[src/rtl/vga_timing_gen.sv]
// -----------------------------------------------------------------------------
// vga_timing_gen
//
// Parametrised VGA raster timing generator. It scans ROW/COLUMN over the full
// frame (active, front porch, sync, back porch for both axes), uses them as the
// framebuffer fetch address and registers the returned pixel together with
// HSYNC/VSYNC/ACTIVE. The sync and active flags are delayed by RD_LAT clocks
// so that pixel data from a framebuffer with RD_LAT-cycle read latency is
// aligned with the sync pulses at the pins. Total latency from a coordinate on
// ROW/COLUMN to the matching pin outputs is RD_LAT+1 clocks.
//
// Optional feature macro: VGA_BORDER_EN
//   When defined, a BORDER_COLOR parameter is added. Active pixels on the first
//   or last visible row or column are replaced by BORDER_COLOR, split MSB-first
//   into R, G, B. When undefined, pixel data passes through unchanged.
//
// Ports:
//   CLK        in   pixel clock
//   RST        in   asynchronous reset, active-high
//   RED        in   framebuffer red   (for coordinate issued RD_LAT clocks ago)
//   GREEN      in   framebuffer green
//   BLUE       in   framebuffer blue
//   ROW        out  line counter   (framebuffer fetch address)
//   COLUMN     out  column counter (framebuffer fetch address)
//   ROUT       out  red to pins
//   GOUT       out  green to pins
//   BOUT       out  blue to pins
//   HSYNC      out  horizontal sync, HS_POL during the pulse
//   VSYNC      out  vertical sync,   VS_POL during the pulse
//   ACTIVE     out  pin-side pixel is visible, aligned with ROUT/GOUT/BOUT
//   VBLANK_IRQ out  one-clock pulse at the start of vertical blank
//
// RD_LAT is expected in the range 0..4. H_W/V_W must hold H_TOTAL-1/V_TOTAL-1.
// -----------------------------------------------------------------------------
module vga_timing_gen #(
    parameter int H_ACTIVE = 640,
    parameter int H_FP     = 16,
    parameter int H_SYNC   = 96,
    parameter int H_BP     = 48,
    parameter int V_ACTIVE = 480,
    parameter int V_FP     = 10,
    parameter int V_SYNC   = 2,
    parameter int V_BP     = 33,
    parameter bit HS_POL   = 1'b0,
    parameter bit VS_POL   = 1'b0,
    parameter int R_W      = 3,
    parameter int G_W      = 3,
    parameter int B_W      = 2,
    parameter int RD_LAT   = 1,
    parameter int H_W      = 10,
    parameter int V_W      = 10
`ifdef VGA_BORDER_EN
    ,
    parameter logic [R_W+G_W+B_W-1:0] BORDER_COLOR = '1
`endif
) (
    input  logic           CLK,
    input  logic           RST,
    input  logic [R_W-1:0] RED,
    input  logic [G_W-1:0] GREEN,
    input  logic [B_W-1:0] BLUE,
    output logic [V_W-1:0] ROW,
    output logic [H_W-1:0] COLUMN,
    output logic [R_W-1:0] ROUT,
    output logic [G_W-1:0] GOUT,
    output logic [B_W-1:0] BOUT,
    output logic           HSYNC,
    output logic           VSYNC,
    output logic           ACTIVE,
    output logic           VBLANK_IRQ
);

    localparam int H_TOTAL = H_ACTIVE + H_FP + H_SYNC + H_BP;
    localparam int V_TOTAL = V_ACTIVE + V_FP + V_SYNC + V_BP;

    localparam logic [H_W-1:0] H_LAST = H_W'(H_TOTAL - 1);
    localparam logic [V_W-1:0] V_LAST = V_W'(V_TOTAL - 1);

    // Flag vector carried down the latency pipeline.
    // bit 0 = vs, bit 1 = hs, bit 2 = act (, bit 3 = border).
    localparam int F_VS  = 0;
    localparam int F_HS  = 1;
    localparam int F_ACT = 2;
`ifdef VGA_BORDER_EN
    localparam int F_BRD = 3;
    localparam int NF    = 4;
`else
    localparam int NF    = 3;
`endif

    // ---------------------------------------------------------------- counters
    logic [H_W-1:0] col_q, col_d;
    logic [V_W-1:0] row_q, row_d;

    always_comb begin
        col_d = col_q + H_W'(1);
        row_d = row_q;
        if (col_q == H_LAST) begin
            col_d = '0;
            // Row only moves on the column wrap clock, so the frame wrap
            // (row V_TOTAL-1 -> 0) coincides with the column wrap.
            row_d = (row_q == V_LAST) ? '0 : row_q + V_W'(1);
        end
    end

    // ----------------------------------------------------------- stage-0 decode
    logic          act0;
    logic          hs0;
    logic          vs0;
    logic [NF-1:0] flags0;
`ifdef VGA_BORDER_EN
    logic          brd0;
`endif

    always_comb begin
        // Compare in 32 bits so that range ends equal to H_TOTAL/V_TOTAL
        // cannot overflow the counter width.
        act0 = (32'(col_q) < H_ACTIVE) && (32'(row_q) < V_ACTIVE);
        hs0  = (32'(col_q) >= H_ACTIVE + H_FP) &&
               (32'(col_q) <  H_ACTIVE + H_FP + H_SYNC);
        vs0  = (32'(row_q) >= V_ACTIVE + V_FP) &&
               (32'(row_q) <  V_ACTIVE + V_FP + V_SYNC);
`ifdef VGA_BORDER_EN
        brd0 = act0 && ((32'(col_q) == 0) || (32'(col_q) == H_ACTIVE - 1) ||
                        (32'(row_q) == 0) || (32'(row_q) == V_ACTIVE - 1));
        flags0 = {brd0, act0, hs0, vs0};
`else
        flags0 = {act0, hs0, vs0};
`endif
    end

    // ------------------------------------------------------ latency pipeline
    logic [NF-1:0] flags_dly;

    generate
        if (RD_LAT == 0) begin : g_no_lat
            assign flags_dly = flags0;
        end else begin : g_lat
            logic [NF-1:0] pipe_q [RD_LAT];

            // Cleared stages mean inactive / no-sync, so the pins hold the
            // deassert level until real decode reaches them.
            always_ff @(posedge CLK or posedge RST) begin
                if (RST) begin
                    for (int i = 0; i < RD_LAT; i++) begin
                        pipe_q[i] <= '0;
                    end
                end else begin
                    pipe_q[0] <= flags0;
                    for (int i = 1; i < RD_LAT; i++) begin
                        pipe_q[i] <= pipe_q[i-1];
                    end
                end
            end

            assign flags_dly = pipe_q[RD_LAT-1];
        end
    endgenerate

    // ---------------------------------------------------------- output stage
    logic [R_W-1:0] rout_q, rout_d;
    logic [G_W-1:0] gout_q, gout_d;
    logic [B_W-1:0] bout_q, bout_d;
    logic           hsync_q, hsync_d;
    logic           vsync_q, vsync_d;
    logic           active_q, active_d;
    logic           vblank_q, vblank_d;

    always_comb begin
        rout_d   = '0;
        gout_d   = '0;
        bout_d   = '0;
        active_d = flags_dly[F_ACT];
        hsync_d  = flags_dly[F_HS] ? HS_POL : ~HS_POL;
        vsync_d  = flags_dly[F_VS] ? VS_POL : ~VS_POL;
        // Framebuffer data is ignored outside the visible area.
        if (flags_dly[F_ACT]) begin
            rout_d = RED;
            gout_d = GREEN;
            bout_d = BLUE;
`ifdef VGA_BORDER_EN
            if (flags_dly[F_BRD]) begin
                {rout_d, gout_d, bout_d} = BORDER_COLOR;
            end
`endif
        end
        // Taken straight from the counters: the interrupt is not
        // latency-delayed, it fires the clock after (V_ACTIVE, 0).
        vblank_d = (32'(row_q) == V_ACTIVE) && (col_q == '0);
    end

    always_ff @(posedge CLK or posedge RST) begin
        if (RST) begin
            col_q    <= '0;
            row_q    <= '0;
            rout_q   <= '0;
            gout_q   <= '0;
            bout_q   <= '0;
            hsync_q  <= ~HS_POL;
            vsync_q  <= ~VS_POL;
            active_q <= 1'b0;
            vblank_q <= 1'b0;
        end else begin
            col_q    <= col_d;
            row_q    <= row_d;
            rout_q   <= rout_d;
            gout_q   <= gout_d;
            bout_q   <= bout_d;
            hsync_q  <= hsync_d;
            vsync_q  <= vsync_d;
            active_q <= active_d;
            vblank_q <= vblank_d;
        end
    end

    assign ROW        = row_q;
    assign COLUMN     = col_q;
    assign ROUT       = rout_q;
    assign GOUT       = gout_q;
    assign BOUT       = bout_q;
    assign HSYNC      = hsync_q;
    assign VSYNC      = vsync_q;
    assign ACTIVE     = active_q;
    assign VBLANK_IRQ = vblank_q;

endmodule
[config.mk]
export PLATFORM = sky130hd
export DESIGN_NAME = vga_timing_gen
export DESIGN_NICKNAME = d
export VERILOG_FILES = /design/src/rtl/vga_timing_gen.sv
export SDC_FILE = /design/constraint.sdc
export NUM_CORES = 1
export LEC_CHECK = 0
export ABC_AREA = 0
export BUFFER_PORTS_ARGS = -buffer_cell sky130_fd_sc_hd__buf_4
export CORE_MARGIN = 3
export CORE_UTILIZATION = 46
export DETAILED_ROUTE_END_ITERATION = 16
export HOLD_SLACK_MARGIN = 0.08
export PLACE_DENSITY = 0.71
export SYNTH_ARGS = -nofsm -noshare
export SYNTH_HDL_FRONTEND = slang
export SYNTH_SLANG_ARGS = --single-unit
export TNS_END_PERCENT = 1
[constraint.sdc]
create_clock -name CLK -period 1.9 [get_ports CLK]
set_clock_uncertainty 0.1 [all_clocks]
set_input_delay 0.38 -clock CLK [delete_from_list [all_inputs] [get_ports CLK]]
set_output_delay 0.38 -clock CLK [all_outputs]
set_load 0.02 [all_outputs]
After elaboration in Yosys (flattened, before gate mapping). Index checks and enable logic that the tools add are counted.

Add/sub/neg operators: 2. $lt $le $gt $ge: 6. Eq/ne operators: 3. Multiplexer cells: 7. Reductions and logical operators: 5.

Operators by type and width (count): 10-bit by 1-bit adder with 10-bit output, second input constant (2); 10-bit == test, second input constant (2); 10-bit < comparator, second input constant (2); 10-bit by 9-bit < comparator with 1-bit output, second input constant (2); 10-bit 2-to-1 mux (2); 10-bit by 9-bit == test with 1-bit output, second input constant (1); 10-bit >= comparator, second input constant (1); 10-bit by 9-bit >= comparator with 1-bit output, second input constant (1); 10-bit zero test (1); 3-bit 2-to-1 mux (2); 1-bit logical AND (4); 1-bit 2-to-1 mux (2); 2-bit 2-to-1 mux (1).

Bits in registers: 35. Input port bits: 10. Output and inout port bits: 32.

Depth between registers and ports, before layout. Gate-level depths: netlist of the first run.

Depth in word-level cells: 2. Gate-level depth with buffers: 6.

Worst setup path after synthesis of the first run. Ideal clock, no wire load.

Path type: flip-flop to flip-flop. Start point: register col_q[0], in the netlist COLUMN[0]. End point: register row_q[9], in the netlist ROW[9]. Library setup time: 0.082 ns. Arrival: 1.763 ns. Required time: 1.718 ns. Path slack: -0.045 ns. Stages on the path, launching flop included: 6. Path buffers: 0. Cell sequence: dfrtp_1 -> ha_1 -> and4_4 -> nand3_4 -> or4_4 -> a22oi_2.

Longest elaborated chain between the ends: 1.

Ends and longest elaborated chain: from (decl) (RTL line 92) `logic [H_W-1:0] col_q, col_d;`; from (signal assigned) (RTL line 204) `col_q <= col_d;`; 10-bit == test (RTL line 98) `if (col_q == H_LAST) begin`; to (signal assigned) (RTL line 205) `row_q <= row_d;`; to (decl) (RTL line 93) `logic [V_W-1:0] row_q, row_d;`.

Every way passes these cells. A chain may end at the register's enable or synchronous reset.

Worst setup path after layout of the first run. Same ends and word-level chain as after synthesis.

==> results of run 1 <==
## cell usage after synthesis, drive strengths merged
master    n  share of area, %
buf       2               1.2
or4       1              0.72
xor2      7               3.9
dfstp     2               3.4
nor4      3               1.2
nand4     4               1.6
and4      1              0.72
and4bb    2               1.6
dfrtp    33                53
nand2    10               2.4
nor2      8               3.0
xnor2     3               1.7
o22ai     1              0.40
ha        4               3.2
or3       1              0.40
and2      9               3.7
nand4b    1              0.56
o31ai     2              0.97
a21oi     3              0.97
a22oi     1              0.81
and3b     1              0.64
nand3     6               2.7
nor3      6               1.9
inv       8               1.9
o21ai     8               2.6
and3      5               2.2
o2bb2ai   2               1.1
nand2b    3               1.2
## cell type report
class                   count  area [um^2]  area share [%]
flip-flops and latches     35        880.8           42.59
multi-input cells          92        635.6           30.73
clock inverters             3        43.79           2.117
inverters                   8        30.03           1.452
well taps                  44        55.05           2.662
repair buffers             51        385.4           18.63
clock buffers               5        37.54           1.815
## what timing repair did
action	in CTS	in global routing
buffers inserted	0	2
endpoints found under the hold margin	33	0
resized for setup	0	2
hold buffers	1	0
setup endpoints to repair	0	2
## cell families (layout without fill, tap and decap cells)
family | after synthesis | in the layout
AO/OA/AOI/OAI | 17 | 17
XOR/XNOR | 10 | 10
adder cells (fa/ha/maj) | 4 | 4
buffers and inverters | 10 | 67
flip-flops | 35 | 35
AND/OR/NAND/NOR | 61 | 61
## flip-flops by register name, summed over array words and instances, names as in the netlist
register and flops:
ACTIVE 1, BOUT 2, COLUMN 10, GOUT 3, HSYNC 1, ROUT 3, ROW 10, VBLANK_IRQ 1
VSYNC 1, flags_dly 3
## power breakdown
group | internal [uW] | switching [uW]
sequential | 753 | 2.14
clock | 277 | 251
combinational | 29.4 | 33.0
total | 1060 | 286
## worst register-to-register path: stages (launching register included)
cell and delay (ns):
dfrtp_2 0.40, ha_2 0.22, and4_4 0.26, nand3_4 0.07
or4_4 0.51, a22oi_2 0.15
## layer usage
| layer | routed length (um) | track usage, % | vias to the layer above |
|---|---|---|---|
| li1 | - | - | 584 |
| met1 | 1332 | 21.58 | 574 |
| met2 | 1555 | 29.94 | 46 |
| met3 | 233 | 5.975 | 7 |
| met4 | 53 | 5.805 | 0 |
| met5 | 0 | 0 | - |
## how the worst max path moves through the flow
stage          slack [ns]       from      to
2_1_floorplan        0.04  COLUMN[0]  ROW[9]
3_3_place_gp         0.13  COLUMN[0]  ROW[9]
3_5_place_dp         0.05  COLUMN[0]  ROW[8]
4_1_cts              0.02  COLUMN[0]  ROW[8]
5_1_grt              0.05  COLUMN[0]  ROW[8]
6_report             0.12  COLUMN[0]  ROW[9]
## per-stage QoR
step	std cells	hold slack, ns	worst slack (ns)
final	238	0.1574	0.1220
after global routing	238	0.1386	0.04820
after CTS	236	0.1451	0.02353
after detailed placement	227	0.2415	0.04651
after global placement	227	0.2370	0.1334
after floorplan	137	0.2367	0.04124
==> results_dict.tcl, run 1 <==
set metrics [dict create \
    core.rowCount 20 \
    synth_top_family_by_area "simple AND/OR/NAND/NOR gates" \
    core_region_area_mm2 0.003128 \
    muxShareOfSynthArea_pct 0 \
    initialDrtViolationCount 46 \
    start_util_pct 49.68 \
    hold-path-cell-count 2 \
    synth_nets 151 \
    r2r_start "COLUMN[0]" \
    status "finished clean" \
    clockBufferDepth 2 \
    cp.depth 5 \
    path_max_fanout 4 \
    dp_hpwl_mm 2.331 \
    grt_max_degree 36 \
    clk_latency_ns 0.33 \
    p_per_area_mw_per_mm2 650.4 \
    syn_area_per_cell_um2 11.34 \
    drive_above_1_share_pct 38.66 \
    cp_slowest_cell "or4_4" \
    design.die.area_mm2 0.004111 \
    finalPower_uw 1345 \
    cp_top_family "simple AND/OR/NAND/NOR gates" \
    drc 0 \
    worstReg2RegEnd "ROW[9]" \
    hold_class "in2reg" \
    place_congestion 0.8702 \
    post_synth_fa_ha_maj_area_fraction_pct 3.221 \
    path_class "reg2reg" \
    grt_pass1_wl_mm 5.782 \
    cp-end-kind "flip-flop" \
    place.port_buffers 41 \
    finalWirelength_mm 3.174 \
    maxCapViolCount 0 \
    rrSetupSlack_ns 0.12 \
    synthXorXnorAreaFrac_pct 5.636 \
    hold_viol 0 \
    layout_commonest_cell "buf_4" \
    min_period_ns 1.778 \
    path_clk_slew_ns 0.11 \
    slew_headroom_pct 71.49 \
    fp.dieH_um 64.12 \
    io_pins 42 \
    cp-start-kind "flip-flop" \
    ctsRootBufferMaster "clkbuf_4" \
    antenna_found_initial 0 \
    synth_compound_area_share_pct 6.844 \
    cts.sinks 35 \
    fin_area_mm2 0.002068 \
    crit_arrival_ns 1.94 \
    synth_area_mm2 0.001554 \
    path_buf_inv 0 \
    fmax_mhz 562.4 \
    p_leak_uw 0.0009807 \
    hp-start "GREEN[1]" \
    required_ns 2.06 \
    slowest_delay_ns 0.51 \
    grt.overflow.total 0 \
    grt_pass1_vias 1277 \
    r2r_cells 5 \
    ys_types 33 \
    die_w_um 64.12 \
    vdd_drop_max_v 0.0006420 \
    wl_per_cell_um 13.34 \
    setup_viol 0 \
    rsz0062_at_grt "no" \
    cts_tree "yes" \
    layout_common_cells "buf_4, dfrtp_1, nand2_1" \
    synth_seq_cells 35 \
    vias 1211 \
    yosysWarnings 0 \
    num-fill-cells 266 \
    ys_seq_area_share_pct 56.52 \
    fin_nets 207 \
    synth_cells 137 \
    dr.pass1.iters 4 \
    post_drt_via_cell_ratio 5.088 \
    period_share_pct 93.58 \
    antenna_left 0 \
    numCtsBuffers 5 \
    track_usage_pct 17.85 \
    whs_endpoint "GOUT[1]" \
    cts_max_level 2 \
    yosys.area_share.simple_pct 24.64 \
    final_util_pct 66.12 \
    place_area_mm2 0.001953 \
    area_delta_synth_final_pct 33.09 \
    crit_chain "ha_2, and4_4, nand3_4, or4_4, a22oi_2" \
    finalSetupTns_ns 0 \
    antenna_cells 0 \
    slew_viol_final 0 \
    worstMarginPinSlew_ns 0.4277 \
]
Power figures use the tool's default switching activity.
==> inputs of run 2 (changes only) <==
PLACE_DENSITY = default   (was 0.71)
PLACE_DENSITY_LB_ADDON = 0.12   (was default)
==> run 2 against run 1 <==
  * Wire length up 4.4%
  * Clock power down 15%
  * Count of clock-buffer cells in the layout up 3
==> results_dict.tcl, run 2 (same netlist as run 1, synthesis figures left out) <==
set metrics [dict create \
    setup_viol 0 \
    clockBufferDepth 2 \
    p_per_area_mw_per_mm2 613.4 \
    core_region_area_mm2 0.003128 \
    path_class "reg2reg" \
    place_congestion 0.8313 \
    cp_top_family "simple AND/OR/NAND/NOR gates" \
    grt.overflow.total 0 \
    hold_viol 0 \
    post_drt_via_cell_ratio 5.170 \
    antenna_found_initial 0 \
    fin_nets 210 \
    maxCapViolCount 0 \
    clockPowerShare_pct 35.5 \
    design.die.area_mm2 0.004111 \
    grt_pass1_wl_mm 5.823 \
    p_sw_uw 267.9 \
    status "finished clean" \
    path_buf_inv 0 \
    hold_class "in2reg" \
    cts_max_level 2 \
    vdd_drop_max_v 0.0003771 \
    period_share_pct 95.34 \
    wl_per_cell_um 13.75 \
    placedCellCount 230 \
    start_util_pct 49.68 \
    p_leak_uw 0.0009909 \
    io_pins 42 \
    clk_latency_ns 0.33 \
    antenna_cells 0 \
    seqPwrFrac_pct 59.5 \
    slowest_delay_ns 0.53 \
    dp_hpwl_mm 2.436 \
    fmax_mhz 552.0 \
    cts.sinks 35 \
    grt_pass1_vias 1252 \
    cts_resized 0 \
    cts_tree "yes" \
    pwr-share-comb_pct 5.0 \
    antenna_left 0 \
    cp-start-kind "flip-flop" \
    die_w_um 64.12 \
    finalWirelength_mm 3.314 \
    fp.dieH_um 64.12 \
    vias 1246 \
    finalSetupTns_ns 0 \
    layout_common_cells "buf_4, dfrtp_1, nand2_1" \
    switching_share_pct 21.10 \
    crit_chain "ha_1, and4_4, nand3_4, or4_4, a22oi_2" \
    rsz0062_at_grt "no" \
    core.rowCount 20 \
    slew_viol_final 0 \
    place.port_buffers 41 \
    crit_arrival_ns 1.97 \
    slew_headroom_pct 76.08 \
    layout_commonest_cell "buf_4" \
    required_ns 2.05 \
    dr.pass1.iters 5 \
    hold-worst-slack_ns 0.1613 \
    drive_above_1_share_pct 38.07 \
    drc 0 \
    grt_max_degree 24 \
    p_int_uw 1002 \
    min_period_ns 1.812 \
    initialDrtViolationCount 39 \
    ctsRootBufferMaster "clkbuf_4" \
    numCtsBuffers 5 \
    cp-end-kind "flip-flop" \
    track_usage_pct 18.47 \
    cp_slowest_cell "or4_4" \
    worstMarginPinSlew_ns 0.3555 \
    area_delta_synth_final_pct 33.17 \
    fin_cells 241 \
    path_max_fanout 9 \
    path_clk_slew_ns 0.10 \
]
run 2: what timing repair did:
item,in CTS,in global routing
endpoints found under the hold margin,33,0
buffers inserted,0,2
hold buffers,1,0
endpoints found under the setup margin,0,1
run 2: worst paths after layout:
check | startpoint | endpoint | slack [ns] | cells past startpoint
worst max-delay path | COLUMN[1] | ROW[9] | 0.09 | 5
worst min register to register | flags_dly[1] | HSYNC | 0.26 | 1
max in group asynchronous | RST | VSYNC | 0.83 | 4
worst min-delay path | RED[0] | ROUT[0] | 0.16 | 2
min in group asynchronous | RST | COLUMN[5] | 0.54 | 4
worst max register to register | COLUMN[1] | ROW[9] | 0.09 | 5
run 2: worst reg2reg max path: stages, from the launching register on:
cell     delay (ns)
dfrtp_2        0.39
ha_1           0.18
and4_4         0.26
nand3_4        0.12
or4_4          0.54
a22oi_2        0.15
run 2: layout make-up:
| type | instances | area, um^2 |
|---|---|---|
| fill | 245 | 1059 |
| timing repair buffer | 54 | 407.9 |
| tap | 44 | 55.05 |
| inverter | 8 | 30.03 |
| multi-input combinational | 92 | 626.9 |
| sequential | 35 | 880.8 |
| clock buffer | 8 | 68.82 |
run 2: layer usage:
metal / track usage, % / vias up / wire length (um)
met5: 0 / - / 0
met4: 8.179 / 0 / 50
met3: 6.854 / 5 / 230
met2: 29.16 / 43 / 1625
li1: - / 593 / -
met1: 22.55 / 605 / 1407
run 2: power groups by stage:
stage	Combinational [uW]	Sequential, uW	Clock [uW]
2_1_floorplan	16.7	781	0
3_3_place_gp	62.2	770	0
3_5_place_dp	64.2	770	0
4_1_cts	66.1	755	468
5_1_grt	71.4	757	500
6_report	63.8	755	451
run 2: per-stage QoR:
stage	total power, uW	worst slack, ns	utilization, %	cell area, um^2
after global routing	1328	0.01143	66.16	2069
final	1269	0.08846	66.16	2069
after detailed placement	833.9	0.06820	63.16	1976
after global placement	831.8	0.1357	63.16	1976
after CTS	1289	0.03408	65.68	2054
after floorplan	798.1	0.04124	-	1556
==> inputs of run 3 (changes only) <==
CORE_UTILIZATION = 55   (was 46)
CTS_CLUSTER_SIZE = 14   (was default)
clock period = 2.15 ns   (was 1.9 ns; I/O delays follow)
==> run 3 against run 2 <==
  * Die area fell by 15%
  * Fmax is 8.0% lower
  * Utilization increased by 9.1 points
  * Critical path type unchanged
==> results_dict.tcl, run 3 (same netlist as run 1, synthesis figures left out) <==
set metrics [dict create \
    status "finished clean" \
    path_max_fanout 9 \
    rsz0062_at_grt "no" \
    core_region_area_mm2 0.002590 \
    area_delta_synth_final_pct 25.36 \
    post-cts-setup-buffer-count 0 \
    maxCapViolCount 0 \
    grt.overflow.total 0 \
    cts_resized 0 \
    hold_viol 0 \
    fp.dieH_um 59.16 \
    place_congestion 0.8642 \
    fin_area_mm2 0.001948 \
    finalSetupTns_ns 0 \
    postCtsHoldBufs 0 \
    design.die.area_mm2 0.003499 \
    initialDrtViolationCount 36 \
    post_drt_via_cell_ratio 5.465 \
    fin_nets 198 \
    place_ws_ns 0.2272 \
    grt_pass1_wl_mm 5.409 \
    required_ns 2.31 \
    fmax_mhz 507.9 \
    start_util_pct 60.00 \
    layout_commonest_cell "buf_4" \
    clockBufferDepth 2 \
    drive_above_1_share_pct 33.51 \
    dr.pass1.iters 4 \
    worstMarginPinSlew_ns 0.4173 \
    io_pins 42 \
    place.port_buffers 41 \
    wl_per_cell_um 14.71 \
    antenna_left 0 \
    vias 1175 \
    p_per_area_mw_per_mm2 557.7 \
    cts.sinks 35 \
    cts_max_level 2 \
    drc 0 \
    layout_common_cells "buf_4, dfrtp_1, nand2_1" \
    p_leak_uw 0.0009300 \
    slew_viol_final 0 \
    cp-start-kind "flip-flop" \
    dp_hpwl_mm 2.220 \
    clk_latency_ns 0.33 \
    track_usage_pct 20.65 \
    setup_viol 0 \
    grt_max_degree 36 \
    grt_pass1_vias 1179 \
    path_clk_slew_ns 0.10 \
    cp-end-kind "flip-flop" \
    slew_headroom_pct 71.92 \
    crit_arrival_ns 2.13 \
    die_w_um 59.16 \
    hold_class "in2async" \
    cts_tree "yes" \
    antenna_found_initial 0 \
    numCtsBuffers 5 \
    path_class "reg2reg" \
    fin_ws_ns 0.1811 \
    antenna_cells 0 \
    ctsRootBufferMaster "clkbuf_4" \
    min_period_ns 1.969 \
    core.rowCount 18 \
    vdd_drop_max_v 0.0005130 \
    period_share_pct 91.58 \
    place_area_mm2 0.001888 \
    finalWirelength_mm 3.162 \
]
-- run 3: cell types whose count changed in the layout (fill, tap and decap cells not counted), sizes merged --
cell	delta
buf	-11
clkbuf	-1
clkinv	+1
dlygate4sd3	-1
-- run 3: critical path, stage by stage, from the launching register on --
cell     delay, ns
dfrtp_1       0.45
ha_1          0.28
and4_4        0.29
nand3_4       0.12
or4_4         0.53
a22oi_2       0.15
-- run 3: metal layers --
metal	track usage [%]	part of all wire (%)
met1	27.86	44
met2	32.65	48
met5	0	0
met3	5.229	6.7
met4	6.796	1.3
-- run 3: through the flow --
stage	std cells	utilization [%]	hold slack, ns	total power [uW]
floorplan	137	-	0.2367	705.3
global placement	207	72.90	0.2396	733.5
detailed placement	207	72.90	0.2447	735.2
CTS	215	75.22	0.1021	1097
global route	215	75.22	0.1133	1126
finish	215	75.22	0.09612	1087
-- run 3: cell type report --
cell class / instances / area, um^2
inverters: 8 / 30.03
multi-input cells: 92 / 626.9
clock inverters: 1 / 5.005
fillers: 198 / 641.9
well taps: 30 / 37.54
repair buffers: 42 / 315.3
flip-flops and latches: 35 / 878.3
clock buffers: 7 / 55.05
-- run 3: worst paths after layout --
kind                       slack (ns)  depth (start not counted)         start  endpoint
max                              0.18                          5     COLUMN[0]    ROW[9]
min                               0.1                          3           RST   BOUT[1]
max reg2reg                      0.18                          5     COLUMN[0]    ROW[9]
min reg2reg                      0.26                          1  flags_dly[0]     VSYNC
max in group asynchronous        1.53                          3           RST     HSYNC
min in group CLK                 0.21                          2      GREEN[0]   GOUT[0]
-- run 3: power breakdown --
| group | switching [uW] | internal (uW) | total, uW | leakage (uW) |
|---|---|---|---|---|
| sequential | 1.98 | 666 | 668 | 0.000439 |
| clock | 207 | 159 | 366 | 0.0000353 |
| combinational | 28.4 | 24.8 | 53.2 | 0.000456 |
